### src/rtl/mem_arbiter_if.sv
// Bus bundle between mem_arbiter, its two requesters (0 = CPU, 1 = DMA/debug) and the memory.
// The slave modport is the arbiter's view; master is the requesters' and memory's side.
interface mem_arbiter_if;
   logic        req0;
   logic        we0;
   logic [31:0] addr0;
   logic [31:0] wdata0;
   logic [3:0]  bmask0;
   logic        gnt0;
   logic        rvalid0;
   logic [31:0] rdata0;

   logic        req1;
   logic        we1;
   logic [31:0] addr1;
   logic [31:0] wdata1;
   logic [3:0]  bmask1;
   logic        gnt1;
   logic        rvalid1;
   logic [31:0] rdata1;

   logic [31:0] mem_addr;
   logic [31:0] mem_wdata;
   logic [3:0]  mem_bmask;
   logic        mem_we;
   logic [31:0] mem_rdata;
   logic        busy;

   modport slave (
      input  req0, we0, addr0, wdata0, bmask0,
      output gnt0, rvalid0, rdata0,
      input  req1, we1, addr1, wdata1, bmask1,
      output gnt1, rvalid1, rdata1,
      output mem_addr, mem_wdata, mem_bmask, mem_we,
      input  mem_rdata,
      output busy
   );

   modport master (
      output req0, we0, addr0, wdata0, bmask0,
      input  gnt0, rvalid0, rdata0,
      output req1, we1, addr1, wdata1, bmask1,
      input  gnt1, rvalid1, rdata1,
      input  mem_addr, mem_wdata, mem_bmask, mem_we,
      output mem_rdata,
      input  busy
   );
endinterface

### src/rtl/mem_arbiter.sv
// Two-port memory arbiter: IDLE grants one requester, ISSUE drives the memory, WAIT returns read data.
// Define MEM_ARBITER_ROUND_ROBIN_EN for round-robin on ties; otherwise requester 0 has fixed priority.
module mem_arbiter (
   input  logic         clk,
   input  logic         reset,
   mem_arbiter_if.slave bus
);
   typedef enum logic [1:0] {StIdle, StIssue, StWait} state_e;

   state_e      state_q, state_d;
   logic [31:0] addr_q, wdata_q;
   logic [3:0]  bmask_q;
   logic        we_q;
   logic        win_q;
   logic        win_d;
   logic        grant;

   // Grant is suppressed while reset is held so no requester sees a phantom accept.
   assign grant = (state_q == StIdle) && (bus.req0 || bus.req1) && !reset;

`ifdef MEM_ARBITER_ROUND_ROBIN_EN
   logic last_q;

   always_comb begin
      if (bus.req0 && bus.req1) win_d = ~last_q;
      else                      win_d = bus.req1;
   end

   always_ff @(posedge clk or posedge reset) begin
      if (reset)      last_q <= 1'b1;
      else if (grant) last_q <= win_d;
   end
`else
   assign win_d = ~bus.req0;
`endif

   always_ff @(posedge clk or posedge reset) begin
      if (reset) state_q <= StIdle;
      else       state_q <= state_d;
   end

   always_comb begin
      state_d = state_q;
      unique case (state_q)
         StIdle:  if (grant) state_d = StIssue;
         StIssue: state_d = we_q ? StIdle : StWait;
         StWait:  state_d = StIdle;
         default: state_d = StIdle;
      endcase
   end

   // Request fields are captured only on the grant edge and held until the next grant.
   always_ff @(posedge clk or posedge reset) begin
      if (reset) begin
         addr_q  <= '0;
         wdata_q <= '0;
         bmask_q <= '0;
         we_q    <= 1'b0;
         win_q   <= 1'b0;
      end else if (grant) begin
         addr_q  <= win_d ? bus.addr1  : bus.addr0;
         wdata_q <= win_d ? bus.wdata1 : bus.wdata0;
         bmask_q <= win_d ? bus.bmask1 : bus.bmask0;
         we_q    <= win_d ? bus.we1    : bus.we0;
         win_q   <= win_d;
      end
   end

   always_comb begin
      bus.gnt0      = grant && !win_d;
      bus.gnt1      = grant && win_d;
      bus.mem_addr  = addr_q;
      bus.mem_wdata = wdata_q;
      bus.mem_bmask = bmask_q;
      bus.mem_we    = (state_q == StIssue) && we_q;
      bus.rvalid0   = (state_q == StWait) && !win_q;
      bus.rvalid1   = (state_q == StWait) && win_q;
      bus.rdata0    = bus.rvalid0 ? bus.mem_rdata : '0;
      bus.rdata1    = bus.rvalid1 ? bus.mem_rdata : '0;
      bus.busy      = (state_q != StIdle);
   end
endmodule

### src/flat_wrapper.sv
// flat-port wrapper written by rule: the top's interface ports become plain ports
module mem_arbiter_flat 
  (clk, reset, bus_req0, bus_we0, bus_addr0, bus_wdata0, bus_bmask0, bus_gnt0, bus_rvalid0, bus_rdata0, bus_req1, bus_we1, bus_addr1, bus_wdata1, bus_bmask1, bus_gnt1, bus_rvalid1, bus_rdata1, bus_mem_addr, bus_mem_wdata, bus_mem_bmask, bus_mem_we, bus_mem_rdata, bus_busy);
  mem_arbiter_if bus_i ();
  input  logic clk;
  input  logic reset;
  input wire logic [$bits(bus_i.req0)-1:0] bus_req0;
  input wire logic [$bits(bus_i.we0)-1:0] bus_we0;
  input wire logic [$bits(bus_i.addr0)-1:0] bus_addr0;
  input wire logic [$bits(bus_i.wdata0)-1:0] bus_wdata0;
  input wire logic [$bits(bus_i.bmask0)-1:0] bus_bmask0;
  output wire logic [$bits(bus_i.gnt0)-1:0] bus_gnt0;
  output wire logic [$bits(bus_i.rvalid0)-1:0] bus_rvalid0;
  output wire logic [$bits(bus_i.rdata0)-1:0] bus_rdata0;
  input wire logic [$bits(bus_i.req1)-1:0] bus_req1;
  input wire logic [$bits(bus_i.we1)-1:0] bus_we1;
  input wire logic [$bits(bus_i.addr1)-1:0] bus_addr1;
  input wire logic [$bits(bus_i.wdata1)-1:0] bus_wdata1;
  input wire logic [$bits(bus_i.bmask1)-1:0] bus_bmask1;
  output wire logic [$bits(bus_i.gnt1)-1:0] bus_gnt1;
  output wire logic [$bits(bus_i.rvalid1)-1:0] bus_rvalid1;
  output wire logic [$bits(bus_i.rdata1)-1:0] bus_rdata1;
  output wire logic [$bits(bus_i.mem_addr)-1:0] bus_mem_addr;
  output wire logic [$bits(bus_i.mem_wdata)-1:0] bus_mem_wdata;
  output wire logic [$bits(bus_i.mem_bmask)-1:0] bus_mem_bmask;
  output wire logic [$bits(bus_i.mem_we)-1:0] bus_mem_we;
  input wire logic [$bits(bus_i.mem_rdata)-1:0] bus_mem_rdata;
  output wire logic [$bits(bus_i.busy)-1:0] bus_busy;
  assign bus_i.req0 = bus_req0;
  assign bus_i.we0 = bus_we0;
  assign bus_i.addr0 = bus_addr0;
  assign bus_i.wdata0 = bus_wdata0;
  assign bus_i.bmask0 = bus_bmask0;
  assign bus_gnt0 = bus_i.gnt0;
  assign bus_rvalid0 = bus_i.rvalid0;
  assign bus_rdata0 = bus_i.rdata0;
  assign bus_i.req1 = bus_req1;
  assign bus_i.we1 = bus_we1;
  assign bus_i.addr1 = bus_addr1;
  assign bus_i.wdata1 = bus_wdata1;
  assign bus_i.bmask1 = bus_bmask1;
  assign bus_gnt1 = bus_i.gnt1;
  assign bus_rvalid1 = bus_i.rvalid1;
  assign bus_rdata1 = bus_i.rdata1;
  assign bus_mem_addr = bus_i.mem_addr;
  assign bus_mem_wdata = bus_i.mem_wdata;
  assign bus_mem_bmask = bus_i.mem_bmask;
  assign bus_mem_we = bus_i.mem_we;
  assign bus_i.mem_rdata = bus_mem_rdata;
  assign bus_busy = bus_i.busy;
  mem_arbiter u_core (.clk(clk), .reset(reset), .bus(bus_i));
endmodule
### config.mk
export PLATFORM = sky130hd
export DESIGN_NAME = mem_arbiter_flat
export DESIGN_NICKNAME = d
export VERILOG_FILES = /design/src/rtl/mem_arbiter_if.sv /design/src/rtl/mem_arbiter.sv /design/src/flat_wrapper.sv
export SDC_FILE = /design/constraint.sdc
export NUM_CORES = 1
export LEC_CHECK = 0
export CORE_AREA = 2 2 121 123
export DETAILED_ROUTE_END_ITERATION = 6
export DIE_AREA = 0 0 123 125
export PLACE_DENSITY_LB_ADDON = 0.15
export SKIP_CTS_REPAIR_TIMING = 1
export SLEW_MARGIN = 20
export SYNTH_ARGS = -nofsm -noshare
export SYNTH_HDL_FRONTEND = slang
export SYNTH_SLANG_ARGS = --single-unit
### constraint.sdc
create_clock -name clk -period 4.4 [get_ports clk]
set_input_delay 1.1 -clock clk [delete_from_list [all_inputs] [get_ports clk]]
set_output_delay 1.1 -clock clk [all_outputs]
set_load 0.02 [all_outputs]
==> impl_summary.log <==
[metrics] type of destination of the critical path: primary output
[metrics] RD Place Congestion: 0.7045
[metrics] mean number of vias per cell: 4.420
[metrics] count of port buffers added during placement: 311
[metrics] kind of start point of the critical path: primary input
[metrics] fraction of the yosys area taken by sequential cells: 44.89%
[metrics] antenna-violating nets left: 0
[metrics] initial antenna violation count: 1
[metrics] EDFF count, synth: 0
[metrics] arrival time of data at the critical path endpoint: 2.72 ns
[metrics] Setup Total Neg Slack: 0 ns
[metrics] Die ar.: 15380 µm²
[metrics] Max clock buf depth: 2
[metrics] TritonCTS clock tree: yes
[metrics] top cells by area in the synthesized netlist: sky130_fd_sc_hd__dfrtp_1, sky130_fd_sc_hd__mux2_2, sky130_fd_sc_hd__and2_1
[metrics] ports placed on the boundary: 312
[metrics] Synth area leader: sky130_fd_sc_hd__dfrtp_1
[metrics] Cell variety after synth: 16
[metrics] starting utilization of the core area: 28.26%
[metrics] Mapped Nets: 482
[metrics] clock period minus worst slack: 3.815 ns
[metrics] outcome: finished, final reports clean
[metrics] Worst Tran Pin Value: 0.9224 ns
[metrics] Detailed Routing Iterations Pass 1: 4
[metrics] final count of hold timing violations: 0
[metrics] headroom to the max-slew limit: 38.51%
[metrics] area used by multi-input combinational logic: 2047 µm²
[metrics] register cell area after layout: 1802 µm²
[metrics] Pwr Density: 403.5 nW/µm²
[metrics] final number of setup-violating endpoints: 0
[metrics] synthesis-to-finish area growth: 88.53%
[metrics] remaining global-route overflow: 0
[metrics] total via count in the routed design: 3549
[metrics] via count of the first global-routing pass: 3708
[metrics] most numerous cell types in the synthesized netlist: sky130_fd_sc_hd__mux2_2, sky130_fd_sc_hd__dfrtp_1, sky130_fd_sc_hd__and2_1, sky130_fd_sc_hd__buf_2, sky130_fd_sc_hd__clkbuf_8
[metrics] worst clock skew: 0.006775 ns
[metrics] CTS Root Buffer Type: sky130_fd_sc_hd__clkbuf_16
[metrics] Final Slew Violations: 0
[metrics] residual DRC count: 0
[metrics] number of standard cells in the layout, taps in and fillers out: 803
[metrics] clock slew at the register clock pins of the worst setup and hold paths: 0.05 ns
[metrics] Clock Sink Count: 72
[metrics] critical path required time: 3.30 ns
[metrics] worst setup slack after layout: 0.5849 ns
[metrics] FILL cells: 1268
[metrics] pre-CTS worst setup slack: 0.6095 ns
[metrics] most instantiated library cell after synthesis: sky130_fd_sc_hd__mux2_2
[metrics] routed wire length per instance: 16.43 µm
[metrics] Placed Cells incl. Taps: 786
[metrics] global-route wire length before repair: 19680 µm
[metrics] VDD IR max: 0.1767 mV
[metrics] die height: 125 µm
[metrics] fraction of layout cells with a size suffix above 1: 27.02%
[metrics] synthesized flop and latch total: 72
[metrics] GR Util All Layers: 16.77%
[metrics] Most used DFF post-synth: sky130_fd_sc_hd__dfrtp_1
[metrics] fin crit share: 86.71%
[metrics] post-detailed-placement half-perimeter wirelength: 10460 µm
[metrics] portion of synthesized cell area occupied by the leading cell type: 44.89%
[metrics] Maximum Capacitance Violations: 0
[metrics] final standard cell utilization of the core: 53.28%
[metrics] number of nets in the finished design: 787
[metrics] peak fanout along the critical path: 2
[metrics] Detailed Route WL: 13200 µm
[metrics] row count: 44
[metrics] H-tree level count: 3
[metrics] pin count of the biggest net entering global routing: 72
[metrics] cells after synthesis: 308
[metrics] Async S/R FF share, synth: 100.0%
[metrics] mean post-synth cell area: 13.03 µm²
[metrics] number of buffers inserted during clock tree synthesis: 9
[metrics] clock network latency to the later pin of the worst-skew pair: 0.33 ns
[metrics] number of violations reported at the end of detailed-routing iteration 0: 61
[metrics] upper clock frequency limit: 262.1 MHz
[metrics] Tightest Hold Check Type: flop to flop
[metrics] Die W: 123 µm
[metrics] number of warnings issued by yosys: 0
[metrics] kind of critical path: primary input to primary output
[metrics] setup repair after global routing missed its margin: false
[metrics] core area: 14200 µm²
[metrics] static leakage: 2.977 nW
[metrics] area of the mapped netlist: 4014 µm²
-- area by class of cell --
cell class,count,share of cell area [%]
multi-input combinational,212,27.05
clock buffer,10,3.158
clock inverter,6,1.207
timing repair buffer,316,41.57
inverter,2,0.1323
antenna,1,0.03307
tap,184,3.042
sequential,72,23.81
-- power breakdown --
part | total [mW] | switching, mW | internal (mW)
combinational | 1.30 | 0.568 | 0.731
clock | 0.792 | 0.278 | 0.514
sequential | 0.962 | 0.102 | 0.861
total | 3.05 | 0.947 | 2.11
-- routing by layer --
layer  vias up  track usage (%)  share of wire [%]
li1       1674                -                  -
met2       170            34.19                 57
met1      1692            15.01                 32
met3        13            6.204                9.9
met5         -                0                  0
met4         0            3.944                1.3
-- logic make-up (layout without fill, tap and decap cells) --
kind of cell / count (synthesis) / after routing / synth area share, %
DFF: 72 / 72 / 44.89
other: 0 / 1 / 0
buffers and inverters: 24 / 334 / 4.551
and+or+nand+nor: 72 / 72 / 11.41
AOI/OAI and AO/OA: 1 / 1 / 0.1871
muxes: 139 / 139 / 38.97
-- placed cells by master (no fill, tap or decap), types with 2 or more instances in the layout --
cell and n:
sky130_fd_sc_hd__dfrtp_1 72, sky130_fd_sc_hd__clkdlybuf4s50_1 310, sky130_fd_sc_hd__bufinv_16 2, sky130_fd_sc_hd__buf_4 5
sky130_fd_sc_hd__clkinv_4 2, sky130_fd_sc_hd__mux2_2 138, sky130_fd_sc_hd__clkbuf_16 9, sky130_fd_sc_hd__nor3b_2 2
sky130_fd_sc_hd__and2_1 64
-- worst paths after layout --
| check | start | endpoint | slack, ns | cells past startpoint |
|---|---|---|---|---|
| worst max-delay path | reset | bus_gnt1 | 0.58 | 5 |
| worst min-delay path | u_core.we_q | u_core.state_q[1] | 0.45 | 1 |
| min in group asynchronous | reset | u_core.bus.mem_addr[2] | 1.29 | 2 |
| max in group asynchronous | reset | u_core.bus.mem_wdata[21] | 2.42 | 3 |
| worst max register to register | u_core.state_q[0] | u_core.bus.mem_addr[20] | 2.19 | 4 |
| worst min register to register | u_core.we_q | u_core.state_q[1] | 0.45 | 1 |
-- worst max-delay path, cell delays in order --
cell                              delay (ns)
sky130_fd_sc_hd__clkdlybuf4s50_1        0.46
sky130_fd_sc_hd__nor3_1                 0.24
sky130_fd_sc_hd__o21a_4                 0.17
sky130_fd_sc_hd__nor2b_1                0.12
sky130_fd_sc_hd__clkdlybuf4s50_1        0.62
-- stage by stage --
stage                     hold WS (ns)  instance area [µm²]  power, mW
after floorplan                 0.4176                 4014      1.590
after global placement          0.4356                 7233      2.274
after detailed placement        0.4482                 7233      2.293
after CTS                       0.4555                 7564      3.107
after global routing            0.4851                 7567      3.222
final                           0.4503                 7567      3.053
-- registers in the layout (all words and copies together) (netlist names) --
signal                count
u_core.state_q            2
u_core.bus.mem_bmask      4
u_core.bus.mem_wdata     32
u_core.bus.mem_addr      32
u_core.win_q              1
u_core.we_q               1
(Power assumes the default switching activity.)
